File: config.mk
export PLATFORM = sky130hd
export DESIGN_NAME = grid_claim_arbiter
export DESIGN_NICKNAME = d
export VERILOG_FILES = /design/src/rtl/placement_pkg.sv /design/src/rtl/rr_arbiter.sv /design/src/rtl/grid_claim_arbiter.sv
export SDC_FILE = /design/constraint.sdc
export NUM_CORES = 1
export LEC_CHECK = 0
export CORE_MARGIN = 3
export CORE_UTILIZATION = 36
export DETAILED_ROUTE_END_ITERATION = 10
export GPL_ROUTABILITY_DRIVEN = 0
export PLACE_DENSITY = 0.8
export SETUP_SLACK_MARGIN = 0.05
export SYNTH_ARGS = -nofsm -noshare
export SYNTH_HDL_FRONTEND = slang
export SYNTH_SLANG_ARGS = --single-unit
File: constraint.sdc
create_clock -name clk -period 2.6 [get_ports clk]
set_input_delay 0.52 -clock clk [delete_from_list [all_inputs] [get_ports clk]]
set_output_delay 0.52 -clock clk [all_outputs]
set_load 0.02 [all_outputs]
File: src/rtl/placement_pkg.sv
// rtl/placement_pkg.sv - shared op, cell and FSM encodings for grid placement
package placement_pkg;

  typedef enum logic [1:0] {
    OP_READ  = 2'd0,
    OP_WRITE = 2'd1,
    OP_CLAIM = 2'd2,
    OP_FREE  = 2'd3
  } op_e;

  typedef enum logic [1:0] {
    ST_IDLE  = 2'd0,
    ST_ISSUE = 2'd1,
    ST_CHECK = 2'd2,
    ST_RESP  = 2'd3
  } state_e;

  // Unoccupied cell marker; users slice it down to their cell width.
  localparam int                    MAX_DATA_W = 64;
  localparam logic [MAX_DATA_W-1:0] EMPTY_CELL = '1;

endpackage

File: src/rtl/rr_arbiter.sv
// rtl/rr_arbiter.sv - round-robin one-hot pick with a next-start pointer
module rr_arbiter #(
  parameter int N_REQ = 4,
  parameter int IDX_W = 2
) (
  input  logic             clk,
  input  logic             reset,
  input  logic [N_REQ-1:0] req,
  input  logic             take,
  output logic [N_REQ-1:0] gnt
);

  // ptr_q is the index the search starts from, i.e. one after the last winner
  logic [IDX_W-1:0] ptr_q, ptr_d;
  logic [IDX_W-1:0] win_idx;
  logic [N_REQ-1:0] req_hi;
  logic             hi_any;

  // pick the lowest request at or above the pointer, else wrap to the lowest overall
  always_comb begin
    req_hi  = '0;
    gnt     = '0;
    win_idx = '0;
    for (int i = 0; i < N_REQ; i++) begin
      req_hi[i] = req[i] && (IDX_W'(i) >= ptr_q);
    end
    hi_any = |req_hi;
    for (int i = N_REQ - 1; i >= 0; i--) begin
      if (hi_any ? req_hi[i] : req[i]) begin
        gnt     = '0;
        gnt[i]  = 1'b1;
        win_idx = IDX_W'(i);
      end
    end
  end

  // advance the start point past the winner whenever a grant is taken
  always_comb begin
    ptr_d = ptr_q;
    if (take) begin
      ptr_d = (win_idx == IDX_W'(N_REQ - 1)) ? '0 : win_idx + IDX_W'(1);
    end
  end

  // pointer register; reset puts requester 0 first in line
  always_ff @(posedge clk or negedge reset) begin
    if (!reset) ptr_q <= '0;
    else        ptr_q <= ptr_d;
  end

endmodule

File: src/rtl/grid_claim_arbiter.sv
// rtl/grid_claim_arbiter.sv - shared grid RAM port arbiter with atomic cell claim (option: GRID_ARB_STATS_EN)
module grid_claim_arbiter
  import placement_pkg::*;
#(
  parameter int N_REQ      = 4,
  parameter int ADDR_W     = 12,
  parameter int DATA_W     = 32,
  parameter int GRID_CELLS = 100
) (
  input  logic                    clk,
  input  logic                    reset,
  input  logic [N_REQ-1:0]        req,
  input  logic [2*N_REQ-1:0]      op,
  input  logic [ADDR_W*N_REQ-1:0] addr,
  input  logic [DATA_W*N_REQ-1:0] wdata,
  output logic [N_REQ-1:0]        gnt,
  output logic [N_REQ-1:0]        done,
  output logic [DATA_W-1:0]       rdata,
  output logic                    ok,
  output logic                    busy,
  output logic                    mem_re,
  output logic                    mem_we,
  output logic [ADDR_W-1:0]       mem_addr,
  output logic [DATA_W-1:0]       mem_din,
  input  logic [DATA_W-1:0]       mem_dout
`ifdef GRID_ARB_STATS_EN
  ,
  output logic [15:0]             stat_claims,
  output logic [15:0]             stat_conflicts
`endif
);

  localparam int                IDX_W = (N_REQ > 1) ? $clog2(N_REQ) : 1;
  localparam logic [DATA_W-1:0] EMPTY = EMPTY_CELL[DATA_W-1:0];
  localparam logic [31:0]       CELLS = GRID_CELLS;

  state_e            state_q, state_d;
  op_e               op_q, op_d;
  logic [ADDR_W-1:0] addr_q, addr_d;
  logic [DATA_W-1:0] wdata_q, wdata_d;
  logic [DATA_W-1:0] rdata_q, rdata_d;
  logic [N_REQ-1:0]  gnt_q, gnt_d;
  logic [N_REQ-1:0]  done_q, done_d;
  logic              ok_q, ok_d;

  logic [N_REQ-1:0]  arb_gnt;
  logic              arb_take;
  logic [1:0]        sel_op;
  logic [ADDR_W-1:0] sel_addr;
  logic [DATA_W-1:0] sel_wdata;
  logic              in_range;
  logic              claim_win;

  rr_arbiter #(
    .N_REQ (N_REQ),
    .IDX_W (IDX_W)
  ) u_rr (
    .clk   (clk),
    .reset (reset),
    .req   (req),
    .take  (arb_take),
    .gnt   (arb_gnt)
  );

  assign arb_take  = (state_q == ST_IDLE) && (|req);
  assign in_range  = 32'(addr_q) < CELLS;
  // The claim wins only on an empty cell, and a placer may never store the empty marker itself.
  assign claim_win = in_range && (mem_dout == EMPTY) && (wdata_q != EMPTY);

  // route the winning requester's op fields to the latch inputs
  always_comb begin
    sel_op    = '0;
    sel_addr  = '0;
    sel_wdata = '0;
    for (int i = 0; i < N_REQ; i++) begin
      if (arb_gnt[i]) begin
        sel_op    = op[2*i +: 2];
        sel_addr  = addr[ADDR_W*i +: ADDR_W];
        sel_wdata = wdata[DATA_W*i +: DATA_W];
      end
    end
  end

  // next-state and registered-output logic for the four-phase op sequence
  always_comb begin
    state_d = state_q;
    op_d    = op_q;
    addr_d  = addr_q;
    wdata_d = wdata_q;
    rdata_d = rdata_q;
    gnt_d   = gnt_q;
    ok_d    = ok_q;
    done_d  = '0;
    case (state_q)
      ST_IDLE: begin
        if (|req) begin
          op_d    = op_e'(sel_op);
          addr_d  = sel_addr;
          wdata_d = sel_wdata;
          gnt_d   = arb_gnt;
          state_d = ST_ISSUE;
        end
      end
      ST_ISSUE: state_d = ST_CHECK;
      ST_CHECK: begin
        state_d = ST_RESP;
        if (!in_range) begin
          ok_d = 1'b0;
        end else begin
          case (op_q)
            OP_READ: begin
              rdata_d = mem_dout;
              ok_d    = 1'b1;
            end
            OP_CLAIM: begin
              rdata_d = mem_dout;
              ok_d    = claim_win;
            end
            default: ok_d = 1'b1;
          endcase
        end
      end
      ST_RESP: begin
        done_d  = gnt_q;
        gnt_d   = '0;
        state_d = ST_IDLE;
      end
      default: state_d = ST_IDLE;
    endcase
  end

  // state and output registers; reset drops any op in flight
  always_ff @(posedge clk or negedge reset) begin
    if (!reset) begin
      state_q <= ST_IDLE;
      op_q    <= OP_READ;
      addr_q  <= '0;
      wdata_q <= '0;
      rdata_q <= '0;
      gnt_q   <= '0;
      done_q  <= '0;
      ok_q    <= 1'b0;
    end else begin
      state_q <= state_d;
      op_q    <= op_d;
      addr_q  <= addr_d;
      wdata_q <= wdata_d;
      rdata_q <= rdata_d;
      gnt_q   <= gnt_d;
      done_q  <= done_d;
      ok_q    <= ok_d;
    end
  end

  // RAM pins decode from the registered state so a reset releases them at once;
  // the claim write sits in CHECK, right behind its own read, with no gap for others.
  always_comb begin
    mem_re   = 1'b0;
    mem_we   = 1'b0;
    mem_addr = '0;
    mem_din  = '0;
    if (state_q == ST_ISSUE && in_range) begin
      mem_addr = addr_q;
      case (op_q)
        OP_READ, OP_CLAIM: mem_re = 1'b1;
        OP_WRITE: begin
          mem_we  = 1'b1;
          mem_din = wdata_q;
        end
        default: begin
          mem_we  = 1'b1;
          mem_din = EMPTY;
        end
      endcase
    end else if (state_q == ST_CHECK && op_q == OP_CLAIM && claim_win) begin
      mem_we   = 1'b1;
      mem_addr = addr_q;
      mem_din  = wdata_q;
    end
  end

  assign gnt   = gnt_q;
  assign done  = done_q;
  assign rdata = rdata_q;
  assign ok    = ok_q;
  assign busy  = (state_q != ST_IDLE);

`ifdef GRID_ARB_STATS_EN
  logic [15:0] stat_claims_q, stat_claims_d;
  logic [15:0] stat_conflicts_q, stat_conflicts_d;

  // tally each claim outcome at its decision cycle, saturating at full scale
  always_comb begin
    stat_claims_d    = stat_claims_q;
    stat_conflicts_d = stat_conflicts_q;
    if (state_q == ST_CHECK && op_q == OP_CLAIM) begin
      if (claim_win) begin
        if (stat_claims_q != 16'hFFFF) stat_claims_d = stat_claims_q + 16'd1;
      end else begin
        if (stat_conflicts_q != 16'hFFFF) stat_conflicts_d = stat_conflicts_q + 16'd1;
      end
    end
  end

  // claim statistics registers
  always_ff @(posedge clk or negedge reset) begin
    if (!reset) begin
      stat_claims_q    <= '0;
      stat_conflicts_q <= '0;
    end else begin
      stat_claims_q    <= stat_claims_d;
      stat_conflicts_q <= stat_conflicts_d;
    end
  end

  assign stat_claims    = stat_claims_q;
  assign stat_conflicts = stat_conflicts_q;
`endif

endmodule

# Yosys cells after proc, flatten, opt, wreduce, memory -nomap -nowiden
# Index checks and enable logic that the tools add are counted.
word_totals:
  ff_bits: 91
  latchBits: 0
  ramBits: 0
  mem_bits_ro: 0
  in_bits: 222
  output_inout_bits: 88
  elab_cells: 86
  memories: 0
op_classes:
  add_sub_neg: 1
  n_mul: 0
  div: 0
  magnitude_cmp: 5
  n_eq_ne: 9
  shifts: 0
  muxes: 42
  bitwise_logic: 0
  reduce_logical: 20
op_table:
  columns: ["cell", "n"]
  rows:
  - ["$mux 32", 6]
  - ["$mux 12", 6]
  - ["$pmux 32 s2", 1]
  - ["$eq 32x32->1 const B", 1]
  - ["$ne 32x32->1 const B", 1]
  - ["$mux 4", 6]
  - ["$mux 2", 10]
  - ["$lt 12x7->1 const B", 1]
  - ["$mux 1", 11]
  - ["$logic_and 1x1->1", 10]
  - ["$eq 2x2->1 const B", 4]
  - ["$pmux 2 s4", 1]
  - ["$pmux 4 s2", 1]
  - ["$reduce_or 4->1", 2]
  - ["$eq 2x1->1 const B", 2]
  - ["$ge 1x2->1 const A", 2]
  - ["$ge 2x2->1 const A", 2]
  - ["$logic_not 2->1", 2]
  - ["$reduce_and 2->1", 2]
  - ["$reduce_bool 2->1", 2]
  - ["$reduce_and 3->1", 1]
  - ["$add 2x1->2 const B", 1]
  - ["$ne 2x1->1 const B", 1]
  - ["$reduce_or 2->1", 1]

# Logic depth before layout (Yosys ltp)
logic_depth:
  ltp_word: 12
  depth_mapped: 9
  ltp_nobuf: 7

# Modules after synthesis
# Synthesis repeated with hierarchy kept, for this count alone.
unflattened:
  hier_cells: 595
  hier_area_um2: 5778.0
by_module_without_submodules:
  columns: ["module", "instances", "cells_per_inst", "area_per_inst_um2", "seq_area_each_um2"]
  rows:
  - ["grid_claim_arbiter", 1, 563, 5577.8, 2227.1]
  - ["rr_arbiter", 1, 32, 200.2, 50.0]

# Worst setup path after synthesis
# Ideal clock, no wire load.
synth_path:
  kind: "in2out"
  from: "input mem_dout[15]"
  to: "output mem_din[22]"
  arrival_ns: 2.280
  t_required_ns: 2.080
  path_slack_ns: -0.200
  path_stages: 6
  path_buffers: 2
  path_cell_list: "nand4_1 > or4_1 > or4_1 > buf_2 > buf_6 > o22ai_1"
synth_between:
  elab_chain_len: 6
synth_rtl:
  columns: ["element", "line", "rtl"]
  rows:
  - ["start, declared", "grid_claim_arbiter.sv:25", "input logic [DATA_W-1:0] mem_dout"]
  - ["$eq 32x32->1", "grid_claim_arbiter.sv:68", "assign claim_win = in_range && (mem_dout == EMPTY) && (wdata_q != EMPTY);"]
  - ["$logic_and 1x1->1 (2 in series)", "grid_claim_arbiter.sv:68", null]
  - ["$logic_and 1x1->1", "grid_claim_arbiter.sv:175", "end else if (state_q == ST_CHECK && op_q == OP_CLAIM && claim_win) begin"]
  - ["$mux 32", "grid_claim_arbiter.sv:175", null]
  - ["$mux 32", "grid_claim_arbiter.sv:162", "if (state_q == ST_ISSUE && in_range) begin"]
  - ["end, declared", "grid_claim_arbiter.sv:24", "output logic [DATA_W-1:0] mem_din,"]
# Every way passes these cells.

# Final worst setup path
layout_path:
  from: "register addr_q[7]"
  to: "output mem_din[24]"
layout_between:
  elab_chain_len: 6
  word_cells_on_any_way: 7
  classes_between: "order compare (1); mux (2); reduce/logical (4)"
layout_rtl:
  columns: ["element", "line", "rtl"]
  rows:
  - ["start, declared", "grid_claim_arbiter.sv:39", "logic [ADDR_W-1:0] addr_q, addr_d;"]
  - ["start signal, assigned", "grid_claim_arbiter.sv:146", "addr_q <= addr_d;"]
  - ["$lt 12x7->1 *", "grid_claim_arbiter.sv:66", "assign in_range = 32'(addr_q) < CELLS;"]
  - ["$logic_and 1x1->1 (2 in series)", "grid_claim_arbiter.sv:68", null]
  - ["$logic_and 1x1->1", "grid_claim_arbiter.sv:175", null]
  - ["$mux 32", "grid_claim_arbiter.sv:175", null]
  - ["$mux 32 *", "grid_claim_arbiter.sv:162", null]
# Every way passes the cells marked *; elsewhere a longest branch is shown, timed or not.

==> out/results.ini <==
[outcome]
outcome = finished, violations left
violations = setup timing

[run]
drv_cap = 0

[global_routing]
grt_pass1_wl_mm = 37.52
grt_overflow = 0
grt_max_degree = 54
track_usage_pct = 28.82
grt_pass1_vias = 6832
grt_antenna_before_repair = 1

[routing]
drt-pass1-iter-count = 6
drtAntennaViolNets = 0
wl_per_cell_um = 21.82
drt_wl_total_mm = 26.03
drc_errors = 0
num_vias = 6904
routed_via_density = 5.787
dr.first_iter.drc_count = 550

[yosys]
ys_ff_latch = 91
syn_area_per_cell_um2 = 8.881
synth_top_flop_cell = dfrtp_1
ys_warn_count = 0
synth.distinct_cells = 41
synth_edf_count = 0
synth_largest_area_cell = dfrtp_1
ys_seq_area_share_pct = 41.03
syn-cell-area_um2 = 5550
synthCells = 625
synth_top_area_share_pct = 41.03
yosys-top-cells-area = dfrtp_1, mux2_2, nand2_1, a221oi_1, a2bb2oi_1
synth-async-reset-ratio_pct = 100.0

[cts]
holdBufCountCts = 0
cts_tree = yes
clockBufferDepth = 2
cts_made_buffers = 9
clk_latency_ns = 0.35
htreeDepth = 3
clockRootBuffer = clkbuf_16
clk_pin_slew_ns = 0.07
cts_sinks = 91

[floorplanning]
pin_count = 310
die_h_um = 130.2
die_width_um = 130.2
core_area_um2 = 14810
die-area_um2 = 16940
initial_core_util_pct = 37.48
rows = 44

[setup_path]
worstSetupPathDepth = 8
crit_buf_inv = 3
critPathKind = reg -> out
reg2reg_to = ok
rr_worst_depth = 17
worstPathRequired_ns = 2.08
critPathSlowestCell = or4_4
cpPeakStageDelay_ns = 0.56
endpoint = mem_din[24]
critPathTopFamily = simple AND/OR/NAND/NOR gates
start_kind = register
worstPathMaxFanout = 7
regToRegSetupSlack_ns = -0.47
end_kind = primary output
cp-startpoint = addr_q[7]
timing.critical_path.mode_cell = or4_4
worstPathArrival_ns = 2.75
r2r-start = addr_q[7]
crit_chain = or4_4, nor3_4, nand2_2, or4_4, buf_12, buf_16, o22ai_4, buf_6

[pwr]
peakVddDrop_uv = 425.3
p_leak_nw = 4.518
powerDensity_nw_per_um2 = 944.9

[min_path]
hp-class = in -> async

[layout]
final_net_count = 1230
fillerInstances = 1066
synthToLayoutAreaGrowth_pct = 94.61
layout-drive-gt1-share_pct = 26.69
stdcell_count = 1193
post-route-util_pct = 72.94

[sta]
finalSetupViolCount = 42
relSlewSlack_pct = 28.23
period_minus_slack_ns = 3.268
finalCritPeriodShare_pct = 125.7
slew_violations = 0
holdWs_ns = 0.1414
worst_slew_pin_slew_ns = 1.075
rsz0062_at_grt = yes
setup_slack_ns = -0.6682
finalSetupTns_ns = -26.18
skew_ns = 0.005968
hold_violations = 0
fmax_mhz = 306.0

[placed_design]
dp_slack_ns = -1.303
dp_hpwl_mm = 19.13
io_buffers = 304
numPlacedInstances = 1155

## worst reg2reg max path, stage by stage (launching register included)
cell and delay, ns:
dfrtp_1 0.38, or4_4 0.56, nor3_4 0.20, nand2_2 0.10, buf_6 0.13, buf_6 0.10, buf_6 0.10, buf_6 0.11
buf_6 0.11, buf_4 0.12, buf_6 0.10, buf_6 0.10, buf_6 0.11, buf_6 0.11, buf_6 0.11, buf_6 0.10
o311a_1 0.33, o22ai_2 0.12
## per-layer routing
metal / vias to the layer above / routed length, um / global-route usage, %
met5: - / 0 / 0
met4: 0 / 908 / 10.27
met3: 80 / 1912 / 4.257
met2: 388 / 12900 / 48.43
met1: 3325 / 10310 / 37.81
li1: 3111 / - / -
## stage by stage
step	power (mW)	instance area, um^2
after floorplan	5.756	6100
after global placement	8.565	10040
after detailed placement	8.687	10040
after CTS	10.14	10610
after global routing	10.80	10800
final	10.21	10800
## cells in the mapped netlist, types with 3 or more instances
master     count
nand2b_1       3
nor2_1        78
dfrtp_1       91
o22ai_1       34
a32o_1        10
buf_2          5
ha_1           5
buf_4          5
a211oi_1      10
o21ai_0       33
inv_1          6
mux2_2        32
clkbuf_1      48
buf_6          4
a2bb2oi_1     35
a21oi_1        6
nand2_1       91
or4_1          4
nand4_1       16
a22oi_1        4
and2_1         6
o31ai_1       35
a21boi_1       7
a221oi_1      36
## cell type report
type | count | area, um^2 | share of cell area [%]
repair buffers | 426 | 4384 | 40.59
multi-input cells | 469 | 3570 | 33.05
flip-flops and latches | 91 | 2277 | 21.08
well taps | 184 | 230.2 | 2.131
clock buffers | 9 | 225.2 | 2.085
clock inverters | 7 | 90.09 | 0.8340
inverters | 6 | 22.52 | 0.2085
diodes | 1 | 2.502 | 0.02317
## worst min path at each step
stage               startpoint           to  slack, ns  cells past startpoint
floorplan                reset    addr_q[0]       0.22                      0
finish                   reset  wdata_q[24]       0.14                      1
global placement     addr_q[8]    addr_q[8]       0.48                      2
global route             reset  wdata_q[24]       0.17                      1
detailed placement   addr_q[1]    addr_q[1]       0.49                      2
CTS                      reset  wdata_q[24]       0.16                      1
## state kept, by name, summed over array words and instances, names as in the netlist
| signal | flops |
|---|---|
| addr_q | 12 |
| done | 4 |
| gnt | 4 |
| ok | 1 |
| op_q | 2 |
| rdata | 32 |
| state_q | 2 |
| u_rr.ptr_q | 2 |
| wdata_q | 32 |
## timing repair
item / in CTS / in global routing
gates resized for setup: 237 / 47
pin swaps: 3 / 15
cloned: 3 / 2
setup endpoints to repair: 42 / 51
buffers inserted: 15 / 2
## cell families after synthesis
| family | Yosys count | share of synthesized area, % |
|---|---|---|
| simple gates | 208 | 16.23 |
| compound gates | 218 | 29.33 |
| buf+inv | 70 | 5.726 |
| other cells | 1 | 0.06756 |
| fa+ha+maj | 5 | 1.127 |
| flops | 91 | 41.03 |
| mux | 32 | 6.492 |
## where the power goes
part	leakage [nW]	switching (mW)	internal, mW	total [mW]
Clock	0.156	0.639	0.775	1.41
Sequential	1.12	0.419	2.08	2.50
Combinational	3.24	3.35	2.95	6.29
## cell usage in the layout, fill, tap and decap left out, drive strengths merged, types with 3 or more instances in the layout
cell type | Yosys | layout
and2 | 6 | 6
a21boi | 8 | 8
nand4 | 16 | 16
o22ai | 34 | 34
a22oi | 4 | 4
a32o | 10 | 10
a21oi | 6 | 6
buf | 16 | 163
conb | 1 | 5
mux2 | 32 | 32
o31ai | 35 | 35
a221oi | 36 | 36
inv | 6 | 11
dfrtp | 91 | 91
or4 | 5 | 5
nand2 | 91 | 91
clkdlybuf4s50 | 0 | 239
ha | 5 | 5
a211oi | 10 | 10
a2bb2oi | 35 | 35
o21ai | 34 | 34
dlymetal6s2s | 0 | 22
nor2 | 78 | 79
clkbuf | 48 | 10
nand2b | 3 | 3
(Power assumes the default switching activity.)
